`config.mk`:
```
export PLATFORM = sky130hd
export DESIGN_NAME = wb_regfile_flat
export DESIGN_NICKNAME = d
export VERILOG_FILES = /design/src/rtl/wb_regfile_pkg.sv /design/src/rtl/wb_regfile_if.sv /design/src/rtl/wb_regfile_retire_tracker.sv /design/src/rtl/wb_regfile.sv /design/src/flat_wrapper.sv
export SDC_FILE = /design/constraint.sdc
export NUM_CORES = 2
export LEC_CHECK = 0
export CORE_MARGIN = 3
export CORE_UTILIZATION = 30
export CTS_CLUSTER_SIZE = 10
export DETAILED_ROUTE_END_ITERATION = 7
export GPL_TIMING_DRIVEN = 0
export PLACE_DENSITY = 0.56
export SLEW_MARGIN = 20
export SYNTH_ARGS = -nofsm -noshare
export SYNTH_HDL_FRONTEND = slang
export SYNTH_SLANG_ARGS = --single-unit
```
`constraint.sdc`:
```
create_clock -name clk -period 36.2 [get_ports clk]
set_clock_uncertainty 0.1 [all_clocks]
set_input_delay 3.62 -clock clk [delete_from_list [all_inputs] [get_ports clk]]
set_output_delay 3.62 -clock clk [all_outputs]
set_load 0.02 [all_outputs]
```
`src/rtl/wb_regfile_pkg.sv`:
```
// Shared constants and types for the write-back register file slice.
package wb_regfile_pkg;

  localparam int DEF_DATA_W = 32;
  localparam int DEF_ADDR_W = 5;
  localparam int DEF_CNT_W  = 32;
  localparam int REG_ZERO   = 0;

  typedef logic [DEF_ADDR_W-1:0] reg_idx_t;

endpackage

```
`src/rtl/wb_regfile_if.sv`:
```
// WB-stage write bus, ID read ports and retirement trace grouped as one bundle.
interface wb_regfile_if #(
  parameter int DATA_W = 32,
  parameter int ADDR_W = 5,
  parameter int CNT_W  = 32
) ();

  logic              running;
  logic              RFWr;
  logic [31:0]       pc;
  logic [DATA_W-1:0] wD;
  logic [31:0]       wR;
  logic [ADDR_W-1:0] rR1;
  logic [ADDR_W-1:0] rR2;
  logic [DATA_W-1:0] rD1;
  logic [DATA_W-1:0] rD2;
  logic              retire_valid;
  logic [31:0]       retire_pc;
  logic [CNT_W-1:0]  retire_count;

  modport master (
    output running, RFWr, pc, wD, wR, rR1, rR2,
    input  rD1, rD2, retire_valid, retire_pc, retire_count
  );

  modport slave (
    input  running, RFWr, pc, wD, wR, rR1, rR2,
    output rD1, rD2, retire_valid, retire_pc, retire_count
  );

endinterface

```
`src/rtl/wb_regfile_retire_tracker.sv`:
```
// Retirement trace: one-cycle-late valid pulse, last retired PC and a wrapping count.
module wb_regfile_retire_tracker #(
  parameter int CNT_W = 32
) (
  input  logic             clk,
  input  logic             rst,
  input  logic             running,
  input  logic [31:0]      pc,
  output logic             retire_valid,
  output logic [31:0]      retire_pc,
  output logic [CNT_W-1:0] retire_count
);

  logic             r_valid;
  logic [31:0]      r_pc;
  logic [CNT_W-1:0] r_count;

  // Every valid WB instruction retires, whether or not it writes a register.
  always_ff @(posedge clk or posedge rst) begin
    if (rst) begin
      r_valid <= 1'b0;
      r_pc    <= 32'h0000_0000;
      r_count <= {CNT_W{1'b0}};
    end else begin
      r_valid <= running;
      if (running) begin
        r_pc    <= pc;
        r_count <= r_count + CNT_W'(1);
      end
    end
  end

  assign retire_valid = r_valid;
  assign retire_pc    = r_pc;
  assign retire_count = r_count;

endmodule

```
`src/rtl/wb_regfile.sv`:
```
// 2**ADDR_W-entry GPR file written from WB, read combinationally by ID,
// with optional same-cycle WB->ID bypass and x0 tied to zero.
module wb_regfile
  import wb_regfile_pkg::*;
#(
  parameter int DATA_W = DEF_DATA_W,
  parameter int ADDR_W = DEF_ADDR_W,
  parameter int CNT_W  = DEF_CNT_W,
  parameter bit BYPASS = 1'b1
) (
  input  logic         clk,
  input  logic         rst,
  wb_regfile_if.slave  bus
);

  localparam int NREGS = 2 ** ADDR_W;

  logic [ADDR_W-1:0] w_widx;
  logic              w_we;
  logic              w_unused_wr_hi;
  logic [DATA_W-1:0] r_regs [NREGS];

  assign w_widx         = bus.wR[ADDR_W-1:0];
  assign w_unused_wr_hi = ^bus.wR[31:ADDR_W];
  // running gates everything, so RFWr/wR/wD are don't-care on bubbles
  assign w_we = bus.running & bus.RFWr & (w_widx != ADDR_W'(REG_ZERO));

  // Register array as plain flops so reset clears it; entry 0 is never written.
  always_ff @(posedge clk or posedge rst) begin
    if (rst) begin
      for (int i = 0; i < NREGS; i++) begin
        r_regs[i] <= {DATA_W{1'b0}};
      end
    end else if (w_we) begin
      r_regs[w_widx] <= bus.wD;
    end
  end

  // Read port 1: zero register, then bypass, then array.
  always_comb begin
    bus.rD1 = {DATA_W{1'b0}};
    if (bus.rR1 == ADDR_W'(REG_ZERO)) begin
      bus.rD1 = {DATA_W{1'b0}};
    end else if (BYPASS && w_we && (bus.rR1 == w_widx)) begin
      bus.rD1 = bus.wD;
    end else begin
      bus.rD1 = r_regs[bus.rR1];
    end
  end

  // Read port 2: same priority as port 1.
  always_comb begin
    bus.rD2 = {DATA_W{1'b0}};
    if (bus.rR2 == ADDR_W'(REG_ZERO)) begin
      bus.rD2 = {DATA_W{1'b0}};
    end else if (BYPASS && w_we && (bus.rR2 == w_widx)) begin
      bus.rD2 = bus.wD;
    end else begin
      bus.rD2 = r_regs[bus.rR2];
    end
  end

  wb_regfile_retire_tracker #(
    .CNT_W (CNT_W)
  ) u_retire (
    .clk          (clk),
    .rst          (rst),
    .running      (bus.running),
    .pc           (bus.pc),
    .retire_valid (bus.retire_valid),
    .retire_pc    (bus.retire_pc),
    .retire_count (bus.retire_count)
  );

endmodule

```
`src/flat_wrapper.sv`:
```
// flat-port wrapper written by rule: the top's interface ports become plain ports
module wb_regfile_flat import wb_regfile_pkg::*;
#(
  parameter int DATA_W = DEF_DATA_W,
  parameter int ADDR_W = DEF_ADDR_W,
  parameter int CNT_W  = DEF_CNT_W,
  parameter bit BYPASS = 1'b1
)
  (clk, rst, bus_running, bus_RFWr, bus_pc, bus_wD, bus_wR, bus_rR1, bus_rR2, bus_rD1, bus_rD2, bus_retire_valid, bus_retire_pc, bus_retire_count);
  wb_regfile_if #(.DATA_W(DATA_W), .ADDR_W(ADDR_W), .CNT_W(CNT_W)) bus_i ();
  input  logic clk;
  input  logic rst;
  input wire logic [$bits(bus_i.running)-1:0] bus_running;
  input wire logic [$bits(bus_i.RFWr)-1:0] bus_RFWr;
  input wire logic [$bits(bus_i.pc)-1:0] bus_pc;
  input wire logic [$bits(bus_i.wD)-1:0] bus_wD;
  input wire logic [$bits(bus_i.wR)-1:0] bus_wR;
  input wire logic [$bits(bus_i.rR1)-1:0] bus_rR1;
  input wire logic [$bits(bus_i.rR2)-1:0] bus_rR2;
  output wire logic [$bits(bus_i.rD1)-1:0] bus_rD1;
  output wire logic [$bits(bus_i.rD2)-1:0] bus_rD2;
  output wire logic [$bits(bus_i.retire_valid)-1:0] bus_retire_valid;
  output wire logic [$bits(bus_i.retire_pc)-1:0] bus_retire_pc;
  output wire logic [$bits(bus_i.retire_count)-1:0] bus_retire_count;
  assign bus_i.running = bus_running;
  assign bus_i.RFWr = bus_RFWr;
  assign bus_i.pc = bus_pc;
  assign bus_i.wD = bus_wD;
  assign bus_i.wR = bus_wR;
  assign bus_i.rR1 = bus_rR1;
  assign bus_i.rR2 = bus_rR2;
  assign bus_rD1 = bus_i.rD1;
  assign bus_rD2 = bus_i.rD2;
  assign bus_retire_valid = bus_i.retire_valid;
  assign bus_retire_pc = bus_i.retire_pc;
  assign bus_retire_count = bus_i.retire_count;
  wb_regfile #(.DATA_W(DATA_W), .ADDR_W(ADDR_W), .CNT_W(CNT_W), .BYPASS(BYPASS)) u_core (.clk(clk), .rst(rst), .bus(bus_i));
endmodule
```
# Word-level counts from Yosys, hierarchy flattened

Cells that the tools add are included.

Add/subtract/negate cells: 1
$lt $le $gt $ge: 4
Eq/ne operators: 2
Multiplexer cells: 13
Bitwise gates (word level): 5
Reduce and logical (&&, ||, !) cells: 6

Operators with widths:

| cell                                                                 | count |
|---|---|
| 1024-bit bitwise mux                                                 | 1 |
| 32-bit binary-select mux with 5-bit select                           | 2 |
| 32-bit 2-to-1 mux                                                    | 9 |
| 32-bit demux with 5-bit select                                       | 1 |
| 32-bit by 1-bit adder with 32-bit output, second input constant      | 1 |
| 6-bit greater-or-equal comparator, second input constant             | 3 |
| 5-bit inverter with 6-bit output                                     | 3 |
| 5-bit == test                                                        | 2 |
| 5-bit logical NOT                                                    | 2 |
| 6-bit by 1-bit < comparator with 1-bit output, second input constant | 1 |
| 5-bit nonzero test                                                   | 1 |
| 1-bit logical AND                                                    | 3 |
| 1-bit AND                                                            | 2 |

Flip-flop bits (word level): 1089
Input bits: 110
Output and inout bits: 129
Word-level logic and storage cells: 66

# Longest topological paths before layout

Depth in word-level cells: 6
Mapped depth: 11
Mapped depth without buffers: 6

# Cells and area by module

From an unflattened synthesis, not the netlist that was laid out.

Cell total of the unflattened synthesis: 4061
Area total of the unflattened synthesis: 57855.5 µm²

Modules (own cells, without submodules):

| module                    | times used | cells an instance | area an instance (µm²) | seq. area each (µm²) |
|---|---|---|---|---|
| wb_regfile                | 1          | 3872              | 55241.7                | 25624.6 |
| wb_regfile_retire_tracker | 1          | 189               | 2613.8                 | 1626.6 |

# Least setup slack after synthesis

OpenSTA, ideal clock, no wires.

Kind: in2out
Start: input bus_rR2[4]
End: output bus_rD2[26]
Arrival: 5364 ps
Data required time: 32480 ps
Slack: 27116 ps
Stages on the path: 7
Path buffers: 2
Cell sequence: buf_2 -> clkbuf_1 -> nand2_1 -> a211oi_1 -> a22oi_1 -> and3_1 -> a21oi_1

Cells in the longest elaborated chain, start to end: 6
Elaborated cells on any way between the ends: 9
Classes of those cells: eq/ne: 1; mux: 5; bitwise: 1; reduce/logical: 2

Ends and longest elaborated chain:

| item                                                   | line               | source |
|---|---|---|
| from (decl)                                            | flat_wrapper.sv:19 | `input wire logic [$bits(bus_i.rR2)-1:0] bus_rR2;` |
| 5-bit inverter with 6-bit output (implied by the code) | wb_regfile.sv:59   | `bus.rD2 = r_regs[bus.rR2];` |
| 32-bit binary-select mux with 5-bit select             | wb_regfile.sv:59   |  |
| 32-bit 2-to-1 mux (implied by the code) (2 in series)  | wb_regfile.sv:59   |  |
| 32-bit 2-to-1 mux                                      | wb_regfile.sv:56   | `end else if (BYPASS && w_we && (bus.rR2 == w_widx)) begin` |
| 32-bit 2-to-1 mux *                                    | wb_regfile.sv:54   | `if (bus.rR2 == ADDR_W'(REG_ZERO)) begin` |
| to (decl)                                              | flat_wrapper.sv:21 | `output wire logic [$bits(bus_i.rD2)-1:0] bus_rD2;` |

Every way passes the cells marked *; elsewhere a longest branch is shown, timed or not. The select of a mux whose other input is x is not followed.

# Worst setup path in the final report

Start: input bus_rR2[1]
End: output bus_rD2[20]

Same word-level chain as after synthesis.

==> out/qor.csv <==
stage;metric;value;unit
run_status;status;completed;
sta;drv_slew;0;
finish;area_growth;17.5;%
finish;num-fill-cells;18587;
critical_path;r2r_start;u_core.u_retire.retire_count[11]$_DFFE_PP0P_;
synthesis;synth_top_area_share;47.1;%
sta;hold_viol;0;
detailed_routing;first_iter_violations;7037;
detailed_routing;wl;297;mm
critical_path;crit_start;bus_rR2[1];
sta;min_period;13.10;ns
sta;setup_viol;0;
floorplanning;coreArea;191000;um^2
detailed_routing;viasPerCell;6.31;
critical_path;crit_fanout;10;
global_routing;grt_antenna_before_repair;23;
power;p_per_area;50.6;nW/um^2
flow_run;maxCapViolations;0;
clock_tree;clk_path_buf_depth;3;
synthesis;synth_warnings;0;
clock_tree;clock_latency;0.79;ns
detailed_routing;wl_per_cell;41.8;um
synthesis;synth.avg_cell_area;14.0;um^2
floorplanning;die_h;445;um
finish;final_util;35.6;%
floorplanning;start_util;30.3;%
critical_path;worstPathRequired;32.48;ns
detailed_routing;ant_nets;0;
global_routing;grt.overflow.total;0;
synthesis;yosysTopAreaCell;dfrtp_1;
clock_tree;cts_root_buffer;clkbuf_16;
synthesis;synth.yosys.seq_area_share;47.1;%
critical_path;crit_path_end;bus_rD2[20];
finish;area.sequential;27300;um^2
global_routing;grt_use_total;29.4;%
sta;rsz0062_at_grt;no;
placed_design;port_buffers;203;
critical_path;critPathKind;in2out;
floorplanning;io_pins;239;
finish;drive_gt1_share;37.9;%
clock_tree;post_cts_buffers;0;
detailed_routing;route.detailed.drc;0;
critical_path;start_kind;input port;
clock_tree;cts-resized-gates;0;
worst_hold_path;min_path_type;reg2reg;
placed_design;hpwl;197;mm
finish;multi_input_area;28300;um^2
sta;fmax;0.0763;GHz
global_routing;grt_max_degree;105;
synthesis;syn_nets;4249;
sta;setup_tns;0;ns
clock_tree;cts_hold_buf;0;
power;ir_drop;0.0000297;V
placed_design;routabilityCongestion;1.02;
sta;worstMarginPinSlew;1.42;ns
synthesis;synth_seq_cells;1089;
synthesis;yosys-top-cells-area;dfrtp_1 47%, mux4_2 18%, mux2_2 15%;
sta;period_share;36.2;%
floorplanning;dieArea;198000;um^2
clock_tree;numCtsBuffers;132;
clock_tree;cts_tree;done;
critical_path;r2r-end;u_core.u_retire.retire_count[30]$_DFFE_PP0P_;
floorplanning;die_w;445;um
synthesis;syn_area;57900;um^2
synthesis;syn_inst;4138;
sta;maxSlewHeadroom;5.46;%
synthesis;synth_edf_count;0;
critical_path;critPathCaptureType;output pin;
floorplanning;fp-row-count;160;
detailed_routing;vias;44794;
critical_path;r2r_slack;34.05;ns
critical_path;arrival;9.38;ns
clock_tree;cts_sinks;1089;
synthesis;synthArstFlopShare;100;%
global_routing;grt_pass1_vias;43237;
clock_tree;cts.clk_slew.worst_paths;0.05;ns
power;fin_total_pwr;3.44;mW
synthesis;ys_types;58;
power;leakage;29.7;nW
synthesis;synth_top_flop_cell;dfrtp_1;
detailed_routing;first_pass_iters;7;
critical_path;reg2reg_depth;6;
finish;nets;4624;
clock_tree;h-tree-depth;4;
global_routing;grt_pass1_wl;392;mm
==> critical path, stage by stage <==
cell and delay [ns]:
clkdlybuf4s50_1 0.69, buf_2 0.81, nor2_1 0.43, clkbuf_2 0.49, a21oi_4 0.85, clkbuf_1 0.86
a22oi_1 0.23, a21oi_1 0.63, clkdlybuf4s50_1 0.74
==> layout by cell type (no fill, tap or decap), types with 7 or more instances in the layout <==
cell             netlist  routed
a31oi_1               12      12
a21oi_1               93      93
nor3_1                15      15
nor2b_1               43      43
buf_16                 0      27
nand2_1              247     247
buf_4                 22      22
nor2_1                84      84
xnor2_1               27      27
mux2_1                99      99
a221oi_2               7       7
a32oi_1               11      11
clkbuf_1             269     204
buf_6                 31      33
a221oi_1              44      44
buf_8                  7       8
xor2_1                14      14
and3_1                 9       9
a221o_1               19      19
clkbuf_8               0      13
nand2b_1               7       7
a22oi_1               59      59
buf_12                 4      12
clkbuf_16              0     136
o22ai_1               10      10
buf_2                105     113
clkbuf_2               0      94
diode_2                0      19
o21ai_1               23      23
clkdlybuf4s50_1        0     203
nand4_1                9       9
dfrtp_1             1089    1089
mux4_2               466     466
mux2_2               782     782
nand3_1               33      33
inv_1                 16      15
o21ai_0              169     169
mux2i_1              201     201
a211oi_1              53      53
==> kinds of logic (layout without fill, tap and decap cells) <==
group	Yosys count	in the layout	synth area share, %
other cells	0	19	0
simple gates	469	469	3.59
buf+inv	468	898	4.06
xor+xnor	41	41	0.620
compound gates	520	520	5.79
mux	1550	1550	38.8
flops	1089	1089	47.1
fa+ha+maj	1	1	0.0216
==> cell usage after synthesis, types with 44 or more instances <==
master and number:
nor2_1 84, mux4_2 466, mux2i_1 201, a21oi_1 93, dfrtp_1 1089, buf_2 105, mux2_1 99, clkbuf_1 269
a22oi_1 59, mux2_2 782, a221oi_1 44, nand2_1 247, o21ai_0 169, a211oi_1 53
==> sequential cells by signal, indices dropped and copies added (netlist names) <==
| register | flops |
|---|---|
| u_core.u_retire.retire_count | 32 |
| u_core.u_retire.retire_valid | 1 |
| u_core.r_regs | 1024 |
| u_core.u_retire.retire_pc | 32 |
==> metrics by stage <==
step           std cells  setup WS (ns)  area, um^2  hold slack, ns
2_1_floorplan       4138           1.82       57900           0.338
3_3_place_gp        6852         -12.35       63100           0.357
3_5_place_dp        6890          23.51       64100           0.364
4_1_cts             7079          23.50       68000           0.380
5_1_grt             7084          23.42       68000           0.391
6_report            7098          23.10       68000           0.378
==> layout make-up <==
class	count	area share [%]
antenna	19	0.0699
buffer	451	3.55
clock buffer	177	5.42
clock inverter	12	0.230
inverter	17	0.105
multi-input combinational	2581	41.6
sequential	1089	40.1
tap	2511	4.62
timing repair buffer	241	4.37
==> report_power, final <==
part,switching [mW],internal (mW)
clock,0.554,0.712
combinational,0.361,0.327
sequential,0.120,1.37
==> routing by layer <==
metal	global-route usage [%]	wire length, um
met5	1.07	451
met4	24.3	29500
met3	12.5	40100
met2	41.0	123000
met1	35.0	104000
==> worst min path at each step <==
stage | cells after the start | startpoint | to
2_1_floorplan | 1 | u_core.r_regs[1008]$_DFFE_PP0P_ | u_core.r_regs[1008]$_DFFE_PP0P_
3_3_place_gp | 1 | u_core.r_regs[1021]$_DFFE_PP0P_ | u_core.r_regs[1021]$_DFFE_PP0P_
3_5_place_dp | 1 | u_core.r_regs[1017]$_DFFE_PP0P_ | u_core.r_regs[1017]$_DFFE_PP0P_
4_1_cts | 1 | u_core.u_retire.retire_count[31]$_DFFE_PP0P_ | u_core.u_retire.retire_count[31]$_DFFE_PP0P_
5_1_grt | 1 | u_core.r_regs[996]$_DFFE_PP0P_ | u_core.r_regs[996]$_DFFE_PP0P_
6_report | 1 | u_core.r_regs[1017]$_DFFE_PP0P_ | u_core.r_regs[1017]$_DFFE_PP0P_
No activity file was read; power rests on OpenSTA's default activity.
